`src/rtl/cnn_layer_seq.sv`:
```
// Layer sequencer for a CNN accelerator: queues layer descriptors, validates and
// issues them one at a time, supervises busy/done with a timeout, reports completion.
module cnn_layer_seq #(
    parameter int          DEPTH   = 4,
    parameter logic [19:0] TIMEOUT = 20'hFFFFF
) (
    input  logic                    clk,
    input  logic                    rst,
    input  logic                    cmd_vld,
    output logic                    cmd_rdy,
    input  logic [7:0]              cmd_width,
    input  logic [7:0]              cmd_height,
    input  logic [3:0]              cmd_in_ch,
    input  logic [3:0]              cmd_out_ch,
    input  logic [3:0]              cmd_stride,
    input  logic [3:0]              cmd_tag,
    input  logic                    run_en,
    input  logic                    abort,
    output logic                    acc_start_vld,
    output logic [7:0]              acc_width,
    output logic [7:0]              acc_height,
    output logic [3:0]              acc_in_ch,
    output logic [3:0]              acc_out_ch,
    output logic [3:0]              acc_stride,
    input  logic                    acc_busy,
    input  logic                    acc_done,
    input  logic [11:0]             acc_last_addr,
    output logic                    cpl_vld,
    input  logic                    cpl_rdy,
    output logic [3:0]              cpl_tag,
    output logic [11:0]             cpl_last_addr,
    output logic [1:0]              cpl_err,
    output logic [$clog2(DEPTH):0]  q_count,
    output logic                    seq_idle
);

    // state       | meaning
    // S_IDLE      | waiting for run_en and a queued descriptor
    // S_ISSUE     | one-cycle start pulse to the accelerator
    // S_WAIT_BUSY | waiting for the accelerator to raise busy
    // S_WAIT_DONE | waiting for done
    // S_DRAIN     | timed out or aborted, waiting for busy to fall
    // S_REPORT    | completion record offered until accepted
    typedef enum logic [2:0] {
        S_IDLE, S_ISSUE, S_WAIT_BUSY, S_WAIT_DONE, S_DRAIN, S_REPORT
    } state_t;

    localparam int AW = $clog2(DEPTH);
    localparam int CW = AW + 1;

    state_t            state, state_nxt;
    logic [31:0]       fifo_mem [DEPTH];
    logic [AW-1:0]     wr_ptr, rd_ptr;
    logic [19:0]       tcnt;

    logic [7:0]        h_width, h_height;
    logic [3:0]        h_in_ch, h_out_ch, h_stride, h_tag;
    logic              head_ok, push, pop, ld_cfg;
    logic              rep_bad, fin_ok, fin_to, fin_abort;

    assign {h_width, h_height, h_in_ch, h_out_ch, h_stride, h_tag} = fifo_mem[rd_ptr];

    assign head_ok = ((h_stride == 4'd1) || (h_stride == 4'd2)) &&
                     (h_in_ch  >= 4'd1) && (h_in_ch  <= 4'd8) &&
                     (h_out_ch >= 4'd1) && (h_out_ch <= 4'd8) &&
                     (h_width  >= 8'd3) && (h_height >= 8'd3);

    assign cmd_rdy       = (q_count < CW'(DEPTH)) && !rst;
    // a push coinciding with abort is discarded along with the flushed queue
    assign push          = cmd_vld && cmd_rdy && !abort;
    assign acc_start_vld = (state == S_ISSUE);
    assign seq_idle      = (state == S_IDLE) && (q_count == '0);

    always_comb begin
        state_nxt = state;
        pop       = 1'b0;
        ld_cfg    = 1'b0;
        rep_bad   = 1'b0;
        fin_ok    = 1'b0;
        fin_to    = 1'b0;
        fin_abort = 1'b0;
        case (state)
            S_IDLE: begin
                if (run_en && (q_count != '0) && !cpl_vld && !acc_busy && !abort) begin
                    pop = 1'b1;
                    if (head_ok) begin
                        ld_cfg    = 1'b1;
                        state_nxt = S_ISSUE;
                    end else begin
                        rep_bad   = 1'b1;
                        state_nxt = S_REPORT;
                    end
                end
            end
            S_ISSUE: state_nxt = S_WAIT_BUSY;
            S_WAIT_BUSY, S_WAIT_DONE: begin
                if (abort) begin
                    fin_abort = 1'b1;
                    state_nxt = S_DRAIN;
                end else if (tcnt == TIMEOUT) begin
                    fin_to    = 1'b1;
                    state_nxt = S_DRAIN;
                end else if ((state == S_WAIT_DONE) && acc_done) begin
                    fin_ok    = 1'b1;
                    state_nxt = S_REPORT;
                end else if ((state == S_WAIT_BUSY) && acc_busy) begin
                    state_nxt = S_WAIT_DONE;
                end
            end
            S_DRAIN: begin
                if (!acc_busy) state_nxt = S_REPORT;
            end
            S_REPORT: begin
                if (cpl_vld && cpl_rdy) state_nxt = S_IDLE;
            end
            default: state_nxt = S_IDLE;
        endcase
    end

    always_ff @(posedge clk) begin
        if (push) fifo_mem[wr_ptr] <= {cmd_width, cmd_height, cmd_in_ch, cmd_out_ch,
                                       cmd_stride, cmd_tag};
    end

    always_ff @(posedge clk) begin
        if (rst) begin
            state         <= S_IDLE;
            wr_ptr        <= '0;
            rd_ptr        <= '0;
            q_count       <= '0;
            tcnt          <= '0;
            acc_width     <= '0;
            acc_height    <= '0;
            acc_in_ch     <= '0;
            acc_out_ch    <= '0;
            acc_stride    <= 4'd1;
            cpl_vld       <= 1'b0;
            cpl_tag       <= '0;
            cpl_last_addr <= '0;
            cpl_err       <= 2'b00;
        end else begin
            state   <= state_nxt;
            cpl_vld <= (state_nxt == S_REPORT);

            if (abort) begin
                wr_ptr  <= '0;
                rd_ptr  <= '0;
                q_count <= '0;
            end else begin
                if (push) wr_ptr <= wr_ptr + AW'(1);
                if (pop)  rd_ptr <= rd_ptr + AW'(1);
                case ({push, pop})
                    2'b10:   q_count <= q_count + CW'(1);
                    2'b01:   q_count <= q_count - CW'(1);
                    default: q_count <= q_count;
                endcase
            end

            if (state == S_ISSUE) begin
                tcnt <= '0;
            end else if (((state == S_WAIT_BUSY) || (state == S_WAIT_DONE)) && (tcnt != TIMEOUT)) begin
                tcnt <= tcnt + 20'd1;
            end

            if (pop) cpl_tag <= h_tag;
            if (ld_cfg) begin
                acc_width  <= h_width;
                acc_height <= h_height;
                acc_in_ch  <= h_in_ch;
                acc_out_ch <= h_out_ch;
                acc_stride <= h_stride;
            end

            if (rep_bad) begin
                cpl_err       <= 2'b01;
                cpl_last_addr <= '0;
            end else if (fin_ok || fin_to || fin_abort) begin
                cpl_err       <= fin_abort ? 2'b11 : (fin_to ? 2'b10 : 2'b00);
                cpl_last_addr <= acc_last_addr;
            end
        end
    end

endmodule

```
`config.mk`:
```
export PLATFORM = sky130hd
export DESIGN_NAME = cnn_layer_seq
export DESIGN_NICKNAME = d
export VERILOG_FILES = /design/src/rtl/cnn_layer_seq.sv
export SDC_FILE = /design/constraint.sdc
export NUM_CORES = 1
export LEC_CHECK = 0
export ABC_AREA = 1
export BUFFER_PORTS_ARGS = -buffer_cell sky130_fd_sc_hd__buf_2
export CORE_MARGIN = 3
export CORE_UTILIZATION = 45
export CTS_BUF_LIST = sky130_fd_sc_hd__clkbuf_8
export CTS_CLUSTER_DIAMETER = 120
export DETAILED_ROUTE_END_ITERATION = 6
export GPL_TIMING_DRIVEN = 0
export SETUP_SLACK_MARGIN = 0.3
export SKIP_CTS_REPAIR_TIMING = 1
export SYNTH_ARGS = -nofsm -noshare
export SYNTH_HDL_FRONTEND = slang
export SYNTH_SLANG_ARGS = --single-unit
```
`constraint.sdc`:
```
create_clock -name clk -period 4 [get_ports clk]
set_clock_uncertainty 0.2 [all_clocks]
set_input_delay 0.8 -clock clk [delete_from_list [all_inputs] [get_ports clk]]
set_output_delay 0.8 -clock clk [all_outputs]
set_load 0.02 [all_outputs]
```
==> qor.csv <==
metric,value,unit
place_area,9780,um^2
slowest_delay,460,ps
pwr-share-seq,54.5,%
core,19000,um^2
crit_chain,inv_1 > nand3_1 > and2_1 > nand4_1 > nor2_2 > ha_1 > inv_1 > fa_1 > a21oi_1 > o21ai_0 > o21ai_0 > a21oi_1,
ios,105,
drc,0,
grt_start_max_net_pins,23,
synth_area_leaders,"edfxtp_1 44%, dfxtp_1 18%, nand2_1 13%",
cts_tree,done,
synth_top_area_share,43.6,%
power.share.clock,42.5,%
grt_pass1_vias,6549,
tns,0,ps
worstSkewPairLatency,530,ps
nets,1180,
reg2reg_setup_slack,1350,ps
leakage,4.57,nW
worstSetupStartpointType,flip-flop,
cp.arrival,2860,ps
start_util,46.5,%
maxCapViolCount,0,
synth_nets,1034,
cts_max_path_buffers,3,
grt_pass1_wl,33.2,mm
register_area,5430,um^2
synth_common_cells,"307 x nand2_1, 128 x edfxtp_1, 108 x inv_1, 108 x nor2_1, 86 x nand3_1",
worstSetupEndpointType,flip-flop,
whs_path_depth,2,
setup_viol,0,
rsz0062_at_grt,false,
min_period,2650,ps
netSwitchingFraction,22.1,%
numCtsBuffers,36,
tightest_slew,632,ps
area_growth,18.8,%
synth.distinct_cells,35,
synthArstFlopShare,0,%
avgSynthCellArea,9.04,um^2
synth-seq-cells,207,
vias,6738,
slew_headroom,57.8,%
cp_max_fo,10,
grt_use_total,19.5,%
dieArea,21300,um^2
combPwrFrac,3.0,%
dieHeight,146,um
ant_nets,0,
place_congestion,0.806,
postLayoutCellArea,10500,um^2
syn_area,8810,um^2
run_status,completed,
htree_levels,2,
vias_per_cell,4.77,
hpwl,14.0,mm
yosys.area.top_type,edfxtp_1,
slowest_stage,nor2_2,
fmax,378,MHz
synth_edf_count,128,
worst_ep_required_time,4220,ps
netlist_instances,975,
utilization,55.2,%
maxSlewViolCount,0,
fin_crit_sh,66.2,%
ys.flop_type,edfxtp_1,
hp-start,acc_stride[3],
ys.warnings.count,0,
power_switching,0.000928,W
hp-class,reg2reg,
drtIter0Drc,348,
portBuffers,104,
power_density,401,nW/um^2
r2r_cells,12,
cts.reportedPaths.clkPinSlew,60,ps
worstReg2RegEnd,q_count[2],
r2r-start,q_count[2],
fill_cells,1726,
grt.overflow.total,0,
hold_viol_final,0,
seq_area_frac_synth,61.6,%
rows,50,
clock_sinks,207,
final_layout_size_suffix_gt1_share,17.9,%
drt-wirelength-per-cell,14.6,um
peakVddDrop,0.253,mV
holdPathEnd,acc_stride[3],
die_w,146,um
antenna_found_initial,3,
p_int,0.00327,W
criticalPathCategory,reg2reg,
dr.pass1.iters,4,
cts_root_buf,clkbuf_8,
multi_input_area,2790,um^2
wl,20.7,mm
yosysMostFrequentCell,nand2_1,
-- kinds of logic after synthesis --
| logic type | Yosys count | synth area share (%) |
|---|---|---|
| and+or+nand+nor | 545 | 25.8 |
| DFF | 207 | 61.6 |
| adders and majority gates | 7 | 1.08 |
| AOI/OAI and AO/OA | 59 | 3.53 |
| buffers and inverters | 148 | 7.18 |
| xor gates and xnor gates | 9 | 0.894 |
-- worst max path at each step --
stage	startpoint	endpoint	slack [ps]	cells after the start
after CTS	q_count[0]	q_count[2]	1340	12
after detailed placement	rst	fifo_mem[0][15]	910	7
final	q_count[2]	q_count[2]	1350	12
after global placement	rst	fifo_mem[0][15]	-1020	6
after floorplan	abort	fifo_mem[0][0]	740	5
after global routing	tcnt[0]	cpl_err[0]	1080	9
-- per-layer routing --
metal  vias up  global-route usage, %  wire [um]
met3        30                   4.02        936
met2       153                   32.3       9650
met5         -                      0          0
met1      3110                   25.6       9670
li1       3445                      -          -
met4         0                   6.60        401
-- critical path: cells and delay by family (launching register included) --
kind / cells / cell delay (ps)
AOI/OAI and AO/OA: 4 / 450
adders and majority gates: 2 / 610
buffers and inverters: 2 / 160
DFF: 1 / 350
and+or+nand+nor: 4 / 760
-- state kept, by name, indices dropped and copies added, names as in the netlist, 4 cells and up, named ones only --
| name | flops |
|---|---|
| fifo_mem | 128 |
| tcnt | 20 |
| cpl_last_addr | 12 |
| acc_height | 8 |
| acc_width | 8 |
| acc_in_ch | 4 |
| acc_out_ch | 4 |
| acc_stride | 4 |
| cpl_tag | 4 |
-- power by group through the flow --
stage,clock network [W],registers (W),logic (W)
floorplan,0,0.00233,0.0000566
global placement,0,0.00233,0.000120
detailed placement,0,0.00233,0.000128
CTS,0.00183,0.00229,0.000128
global route,0.00194,0.00229,0.000143
finish,0.00178,0.00229,0.000127
-- layout make-up --
type,count,share of cell area [%]
Clock buffer,41,5.39
Antenna cell,4,0.0956
Multi-Input combinational cell,620,26.6
Inverter,112,4.02
Timing Repair Buffer,108,5.88
Sequential cell,207,51.8
Clock inverter,25,1.05
Tap cell,260,3.11
Buffer,36,2.03
-- placed cells by master (no fill, tap or decap), types with 2 or more instances in the layout --
cell,Yosys,final
a21oi_1,28,28
ha_1,6,6
clkbuf_1,5,5
o22ai_1,4,4
a211oi_1,2,2
inv_8,0,2
nand2_1,307,307
buf_6,5,5
o21ai_0,22,22
nor3_1,11,11
xnor2_1,4,4
nor2_1,108,104
xor2_1,5,5
nand2_2,2,2
nor2_2,11,11
buf_16,0,2
nor2_4,1,5
dfxtp_1,79,79
inv_2,3,3
inv_1,108,127
nand4_1,9,9
clkinv_1,1,4
buf_2,23,127
and3_1,2,2
nand3_1,86,86
nor3b_1,2,2
buf_12,0,2
clkbuf_8,0,41
edfxtp_1,128,128
diode_2,0,4
buf_4,3,3
nor4_1,2,2
-- per-stage QoR --
stage                     hold slack (ps)  std cells  power (W)  worst slack (ps)
after floorplan                       236        975    0.00239               744
after global placement                244       1339    0.00245             -1020
after detailed placement              247       1343    0.00246               907
after CTS                             256       1409    0.00425              1340
after global routing                  264       1412    0.00437              1080
final                                 257       1413    0.00420              1350
Note: power is estimated with default switching activity, not from simulation.
